--- src/rtl/bin_to_bcd_converter_pkg.sv ---
// Shared types and constants for the double-dabble binary-to-BCD converter.
// The package name is used as the import name in every other file of the block.
package bin_to_bcd_pkg;

  typedef enum logic {
    IDLE  = 1'b0,
    SHIFT = 1'b1
  } state_t;

  localparam logic [3:0] NIBBLE_ADJ_THRESH = 4'd5;
  localparam logic [3:0] NIBBLE_ADJ        = 4'd3;

  // Largest value that fits in 'digits' BCD digits (10^digits - 1).
  // The result is returned 64 bits wide so callers can compare it against any input width.
  function automatic logic [63:0] bcd_max(input int digits);
    logic [63:0] p;
    p = 64'd1;
    for (int i = 0; i < digits; i++) begin
      p = p * 64'd10;
    end
    return p - 64'd1;
  endfunction

endpackage

--- src/rtl/bin_to_bcd_converter_if.sv ---
// Input handshake and result bus of the converter.
// The master side offers a value; the slave side converts it and holds the BCD result.
interface bin_to_bcd_converter_if
  import bin_to_bcd_pkg::*;
#(
  parameter int BIN_WIDTH = 32,
  parameter int DIGITS    = 8
);
  // in_valid/in_ready: a value transfers on a rising edge where both are high.
  // in_ready is high only while the converter is idle. in_valid is ignored
  // while a conversion is running and is never queued.
  logic                  in_valid;
  logic [BIN_WIDTH-1:0]  in_value;
  logic                  in_ready;
  logic [4*DIGITS-1:0]   bcd;
  logic                  overflow;
  logic                  done;
  logic                  busy;
  state_t                state;

  modport master (
    output in_valid, in_value,
    input  in_ready, bcd, overflow, done, busy, state
  );

  modport slave (
    input  in_valid, in_value,
    output in_ready, bcd, overflow, done, busy, state
  );

endinterface

--- src/rtl/bin_to_bcd_converter_digit_adjust.sv ---
// Combinational single-digit double-dabble step.
// Adds 3 to a nibble of 5 or more so that the following left shift carries correctly in decimal.
module bcd_digit_adjust
  import bin_to_bcd_pkg::*;
(
  input  logic [3:0] digit_i,
  output logic [3:0] digit_o
);

  assign digit_o = (digit_i >= NIBBLE_ADJ_THRESH) ? (digit_i + NIBBLE_ADJ) : digit_i;

endmodule

--- src/rtl/bin_to_bcd_converter.sv ---
// Sequential double-dabble converter: one input bit per cycle, BIN_WIDTH cycles per result.
// The bcd/overflow outputs hold the last completed result while the next conversion runs.
module bin_to_bcd_converter
  import bin_to_bcd_pkg::*;
#(
  parameter int BIN_WIDTH = 32,
  parameter int DIGITS    = 8
)(
  input  logic clk,
  input  logic reset,
  bin_to_bcd_converter_if.slave bus
);

  localparam int              BCD_W     = 4 * DIGITS;
  localparam int              CNT_W     = (BIN_WIDTH > 1) ? $clog2(BIN_WIDTH) : 1;
  localparam logic [CNT_W-1:0] CNT_LAST = CNT_W'(BIN_WIDTH - 1);
  localparam logic [63:0]     BCD_MAX   = bcd_max(DIGITS);
  localparam logic [BCD_W-1:0] ALL_NINES = {DIGITS{4'h9}};

  state_t               state_q;
  logic [BIN_WIDTH-1:0] bin_q;
  logic [BIN_WIDTH-1:0] bin_d;
  logic [BCD_W-1:0]     scratch_q;
  logic [BCD_W-1:0]     scratch_adj;
  logic [BCD_W-1:0]     scratch_d;
  logic [CNT_W-1:0]     cnt_q;
  logic                 ovf_pend_q;
  logic [BCD_W-1:0]     bcd_q;
  logic                 overflow_q;
  logic                 done_q;

  for (genvar g = 0; g < DIGITS; g++) begin : g_adj
    bcd_digit_adjust u_adj (
      .digit_i (scratch_q[4*g +: 4]),
      .digit_o (scratch_adj[4*g +: 4])
    );
  end

  // Carry out of the top digit is dropped; ovf_pend_q already flags those inputs.
  assign scratch_d = {scratch_adj[BCD_W-2:0], bin_q[BIN_WIDTH-1]};
  assign bin_d     = {bin_q[BIN_WIDTH-2:0], 1'b0};

  always_ff @(posedge clk or negedge reset) begin
    if (!reset) begin
      state_q    <= IDLE;
      bin_q      <= '0;
      scratch_q  <= '0;
      cnt_q      <= '0;
      ovf_pend_q <= 1'b0;
      bcd_q      <= '0;
      overflow_q <= 1'b0;
      done_q     <= 1'b0;
    end else begin
      done_q <= 1'b0;
      case (state_q)
        IDLE: begin
          if (bus.in_valid) begin
            bin_q      <= bus.in_value;
            scratch_q  <= '0;
            cnt_q      <= '0;
            ovf_pend_q <= (64'(bus.in_value) > BCD_MAX);
            state_q    <= SHIFT;
          end
        end
        SHIFT: begin
          bin_q     <= bin_d;
          scratch_q <= scratch_d;
          cnt_q     <= cnt_q + CNT_W'(1);
          if (cnt_q == CNT_LAST) begin
            bcd_q      <= ovf_pend_q ? ALL_NINES : scratch_d;
            overflow_q <= ovf_pend_q;
            done_q     <= 1'b1;
            state_q    <= IDLE;
          end
        end
        default: state_q <= IDLE;
      endcase
    end
  end

  assign bus.in_ready = (state_q == IDLE);
  assign bus.busy     = (state_q == SHIFT);
  assign bus.bcd      = bcd_q;
  assign bus.overflow = overflow_q;
  assign bus.done     = done_q;
  assign bus.state    = state_q;

endmodule
--- src/flat_wrapper.sv ---
// flat-port wrapper written by rule: the top's interface ports become plain ports
module bin_to_bcd_converter_flat import bin_to_bcd_pkg::*;
#(
  parameter int BIN_WIDTH = 32,
  parameter int DIGITS    = 8
)
  (clk, reset, bus_in_valid, bus_in_value, bus_in_ready, bus_bcd, bus_overflow, bus_done, bus_busy, bus_state);
  bin_to_bcd_converter_if #(.BIN_WIDTH(BIN_WIDTH), .DIGITS(DIGITS)) bus_i ();
  input  logic clk;
  input  logic reset;
  input wire logic [$bits(bus_i.in_valid)-1:0] bus_in_valid;
  input wire logic [$bits(bus_i.in_value)-1:0] bus_in_value;
  output wire logic [$bits(bus_i.in_ready)-1:0] bus_in_ready;
  output wire logic [$bits(bus_i.bcd)-1:0] bus_bcd;
  output wire logic [$bits(bus_i.overflow)-1:0] bus_overflow;
  output wire logic [$bits(bus_i.done)-1:0] bus_done;
  output wire logic [$bits(bus_i.busy)-1:0] bus_busy;
  output wire logic [$bits(bus_i.state)-1:0] bus_state;
  assign bus_i.in_valid = bus_in_valid;
  assign bus_i.in_value = bus_in_value;
  assign bus_in_ready = bus_i.in_ready;
  assign bus_bcd = bus_i.bcd;
  assign bus_overflow = bus_i.overflow;
  assign bus_done = bus_i.done;
  assign bus_busy = bus_i.busy;
  assign bus_state = bus_i.state;
  bin_to_bcd_converter #(.BIN_WIDTH(BIN_WIDTH), .DIGITS(DIGITS)) u_core (.clk(clk), .reset(reset), .bus(bus_i));
endmodule
--- config.mk ---
export PLATFORM = sky130hd
export DESIGN_NAME = bin_to_bcd_converter_flat
export DESIGN_NICKNAME = d
export VERILOG_FILES = /design/src/rtl/bin_to_bcd_converter_pkg.sv /design/src/rtl/bin_to_bcd_converter_if.sv /design/src/rtl/bin_to_bcd_converter_digit_adjust.sv /design/src/rtl/bin_to_bcd_converter.sv /design/src/flat_wrapper.sv
export SDC_FILE = /design/constraint.sdc
export NUM_CORES = 1
export LEC_CHECK = 0
export ABC_AREA = 0
export CORE_MARGIN = 5
export CORE_UTILIZATION = 45
export CTS_BUF_LIST = sky130_fd_sc_hd__clkbuf_8
export CTS_CLUSTER_DIAMETER = 150
export DETAILED_ROUTE_END_ITERATION = 16
export PLACE_DENSITY_LB_ADDON = 0.2
export SLEW_MARGIN = 20
export SYNTH_ARGS = -nofsm -noshare
export SYNTH_HDL_FRONTEND = slang
export SYNTH_SLANG_ARGS = --single-unit
--- constraint.sdc ---
create_clock -name clk -period 3.8 [get_ports clk]
set_input_delay 0.95 -clock clk [delete_from_list [all_inputs] [get_ports clk]]
set_output_delay 0.95 -clock clk [all_outputs]
set_load 0.1 [all_outputs]
==> results of run 1 <==
-- flip-flops by register name, indices dropped and copies added (netlist names) --
signal               flops
u_core.cnt_q             5
u_core.bus.overflow      1
u_core.ovf_pend_q        1
u_core.bus.done          1
u_core.bus.bcd          32
u_core.bus.busy          1
u_core.scratch_q        32
u_core.bin_q            32
-- path summary, 6_finish.rpt --
path	to	slack [ps]	startpoint
min in group asynchronous	u_core.bus.bcd[5]$_DFFE_PN0P_	670	reset
hold / removal	u_core.bus.overflow$_DFFE_PN0P_	480	u_core.bus.overflow$_DFFE_PN0P_
setup reg to reg	u_core.bus.bcd[27]$_DFFE_PN0P_	1600	u_core.bus.busy$_DFF_PN0_
max in group asynchronous	u_core.bus.bcd[24]$_DFFE_PN0P_	2290	reset
hold reg to reg	u_core.bus.overflow$_DFFE_PN0P_	480	u_core.bus.overflow$_DFFE_PN0P_
setup / recovery	bus_bcd[28]	940	u_core.bus.bcd[28]$_DFFE_PN0P_
-- routing by layer --
layer  track usage (%)  vias to the layer above  wire length [microns]
met5                 0                        -                      0
met2              28.3                       87                   5250
met3              2.80                       15                    504
met4              6.34                        0                    199
li1                  -                     1869                      -
met1              24.2                     1855                   5220
-- stage by stage --
| step | util (%) | total power, mW | setup WS (ps) | cell area [sq um] |
|---|---|---|---|---|
| floorplan | - | 4.37 | 855 | 5080 |
| global placement | 53.7 | 5.01 | 1360 | 5880 |
| detailed placement | 53.7 | 5.11 | 1340 | 5880 |
| CTS | 55.4 | 5.78 | 917 | 6060 |
| global route | 55.4 | 6.11 | 893 | 6060 |
| finish | 55.4 | 5.72 | 944 | 6060 |
-- cell type report --
type / count / share of cell area, %
Tap cell: 140 / 2.89
Clock inverter: 3 / 0.269
Multi-Input combinational cell: 340 / 36.9
Inverter: 19 / 1.18
Clock buffer: 12 / 2.73
Sequential cell: 105 / 43.4
Timing Repair Buffer: 80 / 12.6
-- cells in the final DEF (no fill, tap or decap), types with 6 or more instances in the layout --
cell type / instances
a21o_1: 21
a21oi_1: 31
a22o_1: 18
a31oi_1: 8
a32o_1: 6
and3_1: 8
buf_4: 13
clkbuf_8: 12
clkdlybuf4s50_1: 66
dfrtp_1: 104
ha_1: 18
inv_1: 19
mux2i_1: 40
nand2_1: 57
nand2b_1: 8
nor2_1: 27
nor3_1: 10
nor3b_1: 7
o21ai_0: 45
o22ai_1: 6
xnor2_1: 8
-- power groups by stage --
| stage | Clock (mW) | Sequential [mW] | Combinational, mW |
|---|---|---|---|
| after floorplan | 0 | 2.97 | 1.40 |
| after global placement | 0 | 1.97 | 3.04 |
| after detailed placement | 0 | 1.99 | 3.12 |
| after CTS | 0.680 | 1.97 | 3.12 |
| after global routing | 0.714 | 2.05 | 3.34 |
| final | 0.652 | 1.98 | 3.09 |
-- cell families after synthesis --
| family | share of synthesized area (%) |
|---|---|
| DFF | 51.7 |
| adders and majority gates | 4.43 |
| buffers and inverters | 4.26 |
| xor gates and xnor gates | 1.55 |
| AOI/OAI and AO/OA | 18.4 |
| and+or+nand+nor | 11.7 |
| muxes | 7.88 |
==> flow_summary.json, run 1 <==
{
  "worstRegToRegCells": 6,
  "fin_nets": 608,
  "synth_top_area_share_pct": 51.7,
  "fp.dieW_microns": 116,
  "combPwrFrac_pct": 54.1,
  "start_util_pct": 46.5,
  "power_density_nw_per_um2": 945,
  "avgRoutedWirePerCell_microns": 16.0,
  "syn_area_sq_um": 5080,
  "cp-end-kind": "output port",
  "cp_num_cells": 1,
  "rows": 38,
  "hold_depth": 2,
  "hold_ws_ps": 485,
  "drtIter0Drc": 229,
  "worst_path_largest_cell_delay_ps": 1150,
  "cts_root_buffer": "clkbuf_8",
  "async_flop_share_pct": 100,
  "hold_viol": 0,
  "viasPerCell": 5.47,
  "via_count": 3826,
  "final_layout_size_suffix_gt1_share_pct": 6.62,
  "synth.most_common_cell": "dfrtp_1",
  "post-cts-setup-buffer-count": 0,
  "firstDrtPassIters": 4,
  "routabilityCongestion": 0.798,
  "synth_edf_count": 0,
  "synthCells": 494,
  "io-pin-count": 72,
  "synth_seq_cells": 105,
  "cts.sinks": 105,
  "slew_headroom_pct": 34.4,
  "pwr-share-clk_pct": 11.4,
  "post-route-min-period_ps": 2860,
  "dieArea_sq_um": 13500,
  "cts.hold.buffers_added": 0,
  "start_kind": "register",
  "run_status": "completed",
  "cp_cell_sequence": "clkdlybuf4s50_1",
  "cts_tree": "built",
  "yosys.area.top_type": "dfrtp_1",
  "ys_warn_count": 0,
  "portBuffers": 71,
  "crit_type": "register to output port",
  "crit_slowest_cell": "clkdlybuf4s50_1",
  "antenna_found_initial": 0,
  "place_inst": 684,
  "p_int_mw": 2.92,
  "period_share_pct": 75.1,
  "yosys-top-cells-count": "105 x dfrtp_1, 57 x nand2_1, 45 x o21ai_0",
  "clkTransAtPathRegs_ps": 90,
  "switching_share_pct": 48.9,
  "gr-total-overflow": 0,
  "ys_seq_area_share_pct": 51.7,
  "fill_cells": 1028,
  "fin_skew_ps": 7.19,
  "cp_num_buf_inv": 1,
  "fmax_mhz": 350,
  "power_leakage_nw": 2.82,
  "switching_power_mw": 2.80,
  "postSynthAreaPerCell_sq_um": 10.3,
  "antenna_left": 0,
  "report.final.slew_viol_count": 0,
  "routed_wirelength_mm": 11.2,
  "cts_buffer_depth": 2,
  "die_height_microns": 116,
  "cp_data_arrival_time_ps": 1910,
  "area_delta_synth_final_pct": 19.2,
  "tightest_slew_ps": 981,
  "grt_pass1_vias": 3842,
  "yosys-top-cells-area": "dfrtp_1 52%, mux2i_1 7.9%, ha_1 4.4%, o21ai_0 4.4%, nand2_1 4.2%",
  "cap_violations": 0,
  "rsz0062_at_grt": "false",
  "path_delay_family": "buffers and inverters",
  "grt_pass1_wl_mm": 18.9,
  "pwr-share-seq_pct": 34.5,
  "num_antenna_cells": 0,
  "cp_max_fo": 2,
  "hpwl_mm": 7.62,
  "ir_worst_vdd_mv": 0.582,
  "synth_ff_type": "dfrtp_1",
  "synth_cell_type_count": 39,
  "ctsHtreeMaxLevel": 3,
  "grtUsageTotal_pct": 17.6,
  "required_ps": 2850,
  "seq_area_sq_um": 2630,
  "post-route-drc-count": 0,
  "syn-num-nets": 547,
  "setup_tns_ps": 0,
  "grt_max_degree": 67,
  "setup_viol_count_final": 0,
  "final_cells": 699,
  "multi_input_comb_area_sq_um": 2240,
  "cts_resized": 0,
  "clk_latency_ps": 370,
  "hold_path_class": "register to register",
  "cts_inserted_buffers": 9,
  "core-area_sq_um": 10900
}
(Power assumes the default switching activity.)
==> run 2: changes to the inputs <==
clock period = 2.9 ns   (was 3.8 ns; I/O delays follow)
==> run 2 against run 1 <==
Compared with the run above: critical path depth rose by 1; power rose by 33%; flip-flop and latch count did not move; combinational power rose by 31%; sequential share of layout area fell by 0.081 points; non-clock buffer count rose by 1; global-route usage rose by 0.13 points; register-to-register slack got worse by 820 ps; sequential power rose by 30%; largest cell class unchanged; largest power group unchanged.
==> flow_summary.json, run 2 (same netlist as run 1, synthesis figures left out) <==
{
  "hold_ws_ps": 315,
  "cts.sinks": 105,
  "rows": 38,
  "pre_cts_ws_ps": 697,
  "place_inst": 685,
  "cts_root_buffer": "clkbuf_8",
  "fp.dieW_microns": 116,
  "portBuffers": 71,
  "final_common_cell": "dfrtp_1",
  "place_area_sq_um": 5850,
  "antenna_found_initial": 0,
  "run_status": "completed",
  "avgRoutedWirePerCell_microns": 15.7,
  "start_kind": "register",
  "setup_viol_count_final": 0,
  "cts.hold.buffers_added": 0,
  "cts_tree": "built",
  "final_cells": 700,
  "top_layer_used": "met4",
  "die_height_microns": 116,
  "routed_wirelength_mm": 11.0,
  "fin_skew_ps": 13.1,
  "worst_path_largest_cell_delay_ps": 410,
  "power_leakage_nw": 2.91,
  "period_share_pct": 73.1,
  "core-area_sq_um": 10900,
  "cts_resized": 0,
  "path_delay_family": "buffers and inverters",
  "report.final.slew_viol_count": 0,
  "final_layout_size_suffix_gt1_share_pct": 12.9,
  "via_count": 3875,
  "cts_buffer_depth": 2,
  "final_core_util_pct": 55.5,
  "slew_headroom_pct": 57.7,
  "hold_viol": 0,
  "cp_num_cells": 2,
  "clk_latency_ps": 370,
  "cp_cell_sequence": "buf_4 -> buf_12",
  "fmax_mhz": 472,
  "cts_inserted_buffers": 9,
  "worstRegToRegCells": 8,
  "fill_cells": 991,
  "clkTransAtPathRegs_ps": 100,
  "dieArea_sq_um": 13500,
  "met1_length_mm": 5.19,
  "grt_max_degree": 68,
  "wl_met3_microns": 443,
  "reg2reg_to": "u_core.bus.bcd[24]$_DFFE_PN0P_",
  "viasPerCell": 5.54,
  "cp_max_fo": 42,
  "grt_pass1_wl_mm": 19.0,
  "cap_violations": 0,
  "routabilityCongestion": 0.828,
  "cp_num_buf_inv": 2,
  "reg2reg_setup_slack_ps": 780,
  "post-route-min-period_ps": 2120,
  "power_density_nw_per_um2": 1260,
  "setup_tns_ps": 0,
  "ctsHtreeMaxLevel": 3,
  "hpwl_mm": 7.60,
  "area_delta_synth_final_pct": 19.4,
  "grt_pass1_vias": 3954,
  "antenna_left": 0,
  "num_antenna_cells": 0,
  "drtIter0Drc": 248,
  "fin_nets": 609,
  "wl_met2_mm": 5.23,
  "setup_ws_ps": 781,
  "rsz0062_at_grt": "false",
  "crit_slowest_cell": "dfrtp_2",
  "cp_data_arrival_time_ps": 1390,
  "power.total_mw": 7.63,
  "post-route-drc-count": 0,
  "start_util_pct": 46.5,
  "hold_path_class": "input pin to async pin",
  "post-cts-setup-buffer-count": 0,
  "gr-total-overflow": 0,
  "ir_worst_vdd_mv": 0.949,
  "cp-end-kind": "output port",
  "io-pin-count": 72,
  "final_cell_mix": "104 x dfrtp_1, 57 x nand2_1, 45 x o21ai_0",
  "required_ps": 2170,
  "reg2reg_from": "u_core.cnt_q[0]$_DFFE_PN0P_",
  "crit_type": "register to output port",
  "tightest_slew_ps": 635,
  "design_area_sq_um": 6070,
  "firstDrtPassIters": 4,
  "grtUsageTotal_pct": 17.7
}
==> run 2: cell count changes in the layout (fill, tap and decap cells not counted) <==
cell,change
bufinv_16,+2
clkdlybuf4s50_1,-34
clkinvlp_4,-1
clkbuf_8,-1
buf_12,+4
buf_4,+31
==> run 2: cell type report <==
class	instances	area, sq um	area share [%]
Tap cell	140	175	2.89
Clock buffer	11	151	2.49
Multi-Input combinational cell	340	2240	36.9
Clock inverter	4	68.8	1.13
Timing Repair Buffer	81	736	12.1
Sequential cell	105	2630	43.3
Inverter	19	71.3	1.18
==> run 2: per-layer routing <==
layer	vias to the layer above	global-route usage, %
li1	1873	-
met1	1922	24.0
met2	67	28.8
met3	13	2.69
met4	0	6.88
met5	-	0
==> run 2: worst max-delay path by stage <==
stage,to,slack [ps],start
after detailed placement,u_core.ovf_pend_q$_DFFE_PN0P_,700,bus_in_value[30]
after global routing,u_core.bus.bcd[24]$_DFFE_PN0P_,580,u_core.cnt_q[0]$_DFFE_PN0P_
after floorplan,bus_in_ready,180,u_core.bus.busy$_DFF_PN0_
after global placement,u_core.ovf_pend_q$_DFFE_PN0P_,730,bus_in_value[30]
after CTS,u_core.bus.bcd[24]$_DFFE_PN0P_,750,u_core.cnt_q[0]$_DFFE_PN0P_
final,bus_busy,780,u_core.bus.busy$_DFF_PN0_
==> run 2: power by group <==
part           internal [mW]  switching [mW]
Sequential              2.09           0.479
Combinational           1.33            2.72
Clock                  0.525           0.488
==> run 3: changes to the inputs <==
clock period = 2.1 ns   (was 2.9 ns; I/O delays follow)
==> run 3 against run 2 <==
Compared with the run above: critical path depth did not move; setup slack worse by 570 ps; global-route usage is 0.19 points lower; clock power is 31% higher; clock skew decreased by 0.87 ps; sequential power up 39%; utilization up 0.46 points; worst hold slack lost 250 ps; clock-buffer cell count is 1 higher; cell count up 0.71%; sequential share of layout area shrank 0.35 points; register-to-register slack worse by 510 ps; critical path type unchanged; largest power group unchanged.
==> flow_summary.json, run 3 (same netlist as run 1, synthesis figures left out) <==
{
  "run_status": "completed",
  "gr-total-overflow": 0,
  "post-route-drc-count": 0,
  "reg2reg_to": "u_core.bus.bcd[5]$_DFFE_PN0P_",
  "fp.dieW_microns": 116,
  "tightest_slew_ps": 554,
  "pre_cts_ws_ps": 78.2,
  "crit_type": "register to output port",
  "avgRoutedWirePerCell_microns": 15.7,
  "antenna_found_initial": 0,
  "power.total_mw": 10.4,
  "slew_headroom_pct": 63.1,
  "ir_worst_vdd_mv": 1.26,
  "die_height_microns": 116,
  "post-route-min-period_ps": 1890,
  "place_area_sq_um": 5900,
  "post-cts-setup-buffer-count": 0,
  "hold_path_class": "input pin to async pin",
  "start_util_pct": 46.5,
  "cp_max_fo": 13,
  "final_common_cell": "dfrtp_1",
  "design_area_sq_um": 6120,
  "start_kind": "register",
  "clk_latency_ps": 370,
  "setup_tns_ps": 0,
  "portBuffers": 71,
  "clkTransAtPathRegs_ps": 100,
  "cts_resized": 0,
  "report.final.slew_viol_count": 0,
  "viasPerCell": 5.45,
  "required_ps": 1570,
  "cp_data_arrival_time_ps": 1370,
  "fin_skew_ps": 12.3,
  "routed_wirelength_mm": 11.1,
  "io-pin-count": 72,
  "firstDrtPassIters": 4,
  "grt_max_degree": 43,
  "setup_viol_count_final": 0,
  "hold_viol": 0,
  "hpwl_mm": 7.82,
  "fill_cells": 992,
  "cts_inserted_buffers": 9,
  "reg2reg_setup_slack_ps": 270,
  "fmax_mhz": 528,
  "via_count": 3842,
  "worstRegToRegCells": 7,
  "cts_tree": "built",
  "num_antenna_cells": 0,
  "rsz0062_at_grt": "false",
  "cts.sinks": 105,
  "final_cell_mix": "104 x dfrtp_1, 57 x nand2_1, 46 x buf_4",
  "power_leakage_nw": 2.92,
  "cts_buffer_depth": 2,
  "cp-startpoint": "u_core.bus.busy$_DFF_PN0_",
  "fin_nets": 613,
  "cap_violations": 0,
  "routabilityCongestion": 0.804,
  "cts.hold.buffers_added": 0,
  "grtUsageTotal_pct": 17.5,
  "reg2reg_from": "u_core.cnt_q[0]$_DFFE_PN0P_",
  "period_share_pct": 90.2,
  "final_layout_size_suffix_gt1_share_pct": 13.8,
  "dieArea_sq_um": 13500,
  "drtIter0Drc": 262,
  "antenna_left": 0,
  "area_delta_synth_final_pct": 20.4,
  "setup_ws_ps": 206,
  "core-area_sq_um": 10900,
  "cts_root_buffer": "clkbuf_8",
  "ctsHtreeMaxLevel": 3,
  "cp-end-kind": "output port",
  "power_density_nw_per_um2": 1710,
  "grt_pass1_vias": 3844,
  "rows": 38,
  "grt_pass1_wl_mm": 18.7
}
[run 3: power by group]
| group | leakage, nW | internal, mW | total [mW] | switching [mW] |
|---|---|---|---|---|
| registers | 1.31 | 2.88 | 3.57 | 0.689 |
| logic | 1.51 | 1.85 | 5.55 | 3.70 |
| clock network | 0.105 | 0.647 | 1.32 | 0.673 |
| total | 2.92 | 5.38 | 10.4 | 5.06 |
[run 3: critical path, cell delays in order, from the launching register on]
cell and delay [ps]:
dfrtp_2 580, inv_1 200, buf_12 210
[run 3: cell type report]
class,count,area (sq um),share of cell area (%)
Sequential cell,105,2630,43.0
Multi-Input combinational cell,340,2240,36.6
Timing Repair Buffer,85,791,12.9
Clock buffer,12,165,2.70
Inverter,19,71.3,1.17
Clock inverter,4,50.0,0.818
Tap cell,140,175,2.86
[run 3: how the worst max path moves through the flow]
stage,to,cells past startpoint
after global routing,bus_in_ready,2
final,bus_in_ready,2
after CTS,bus_in_ready,2
after floorplan,bus_in_ready,2
after detailed placement,u_core.ovf_pend_q$_DFFE_PN0P_,4
after global placement,u_core.ovf_pend_q$_DFFE_PN0P_,4
[run 3: routing by layer]
layer,GRT usage [%],wire length [microns],vias to the layer above
met5,0,0,-
met3,4.35,461,11
met4,5.26,161,0
li1,-,-,1876
met2,28.6,5340,72
met1,23.2,5120,1883
[run 3: through the flow]
stage | cells | util (%) | hold WS (ps)
floorplan | 494 | - | 229
global placement | 689 | 54.0 | 463
detailed placement | 689 | 54.0 | 465
CTS | 705 | 55.9 | 54.5
global route | 705 | 55.9 | 74.0
finish | 705 | 55.9 | 66.2
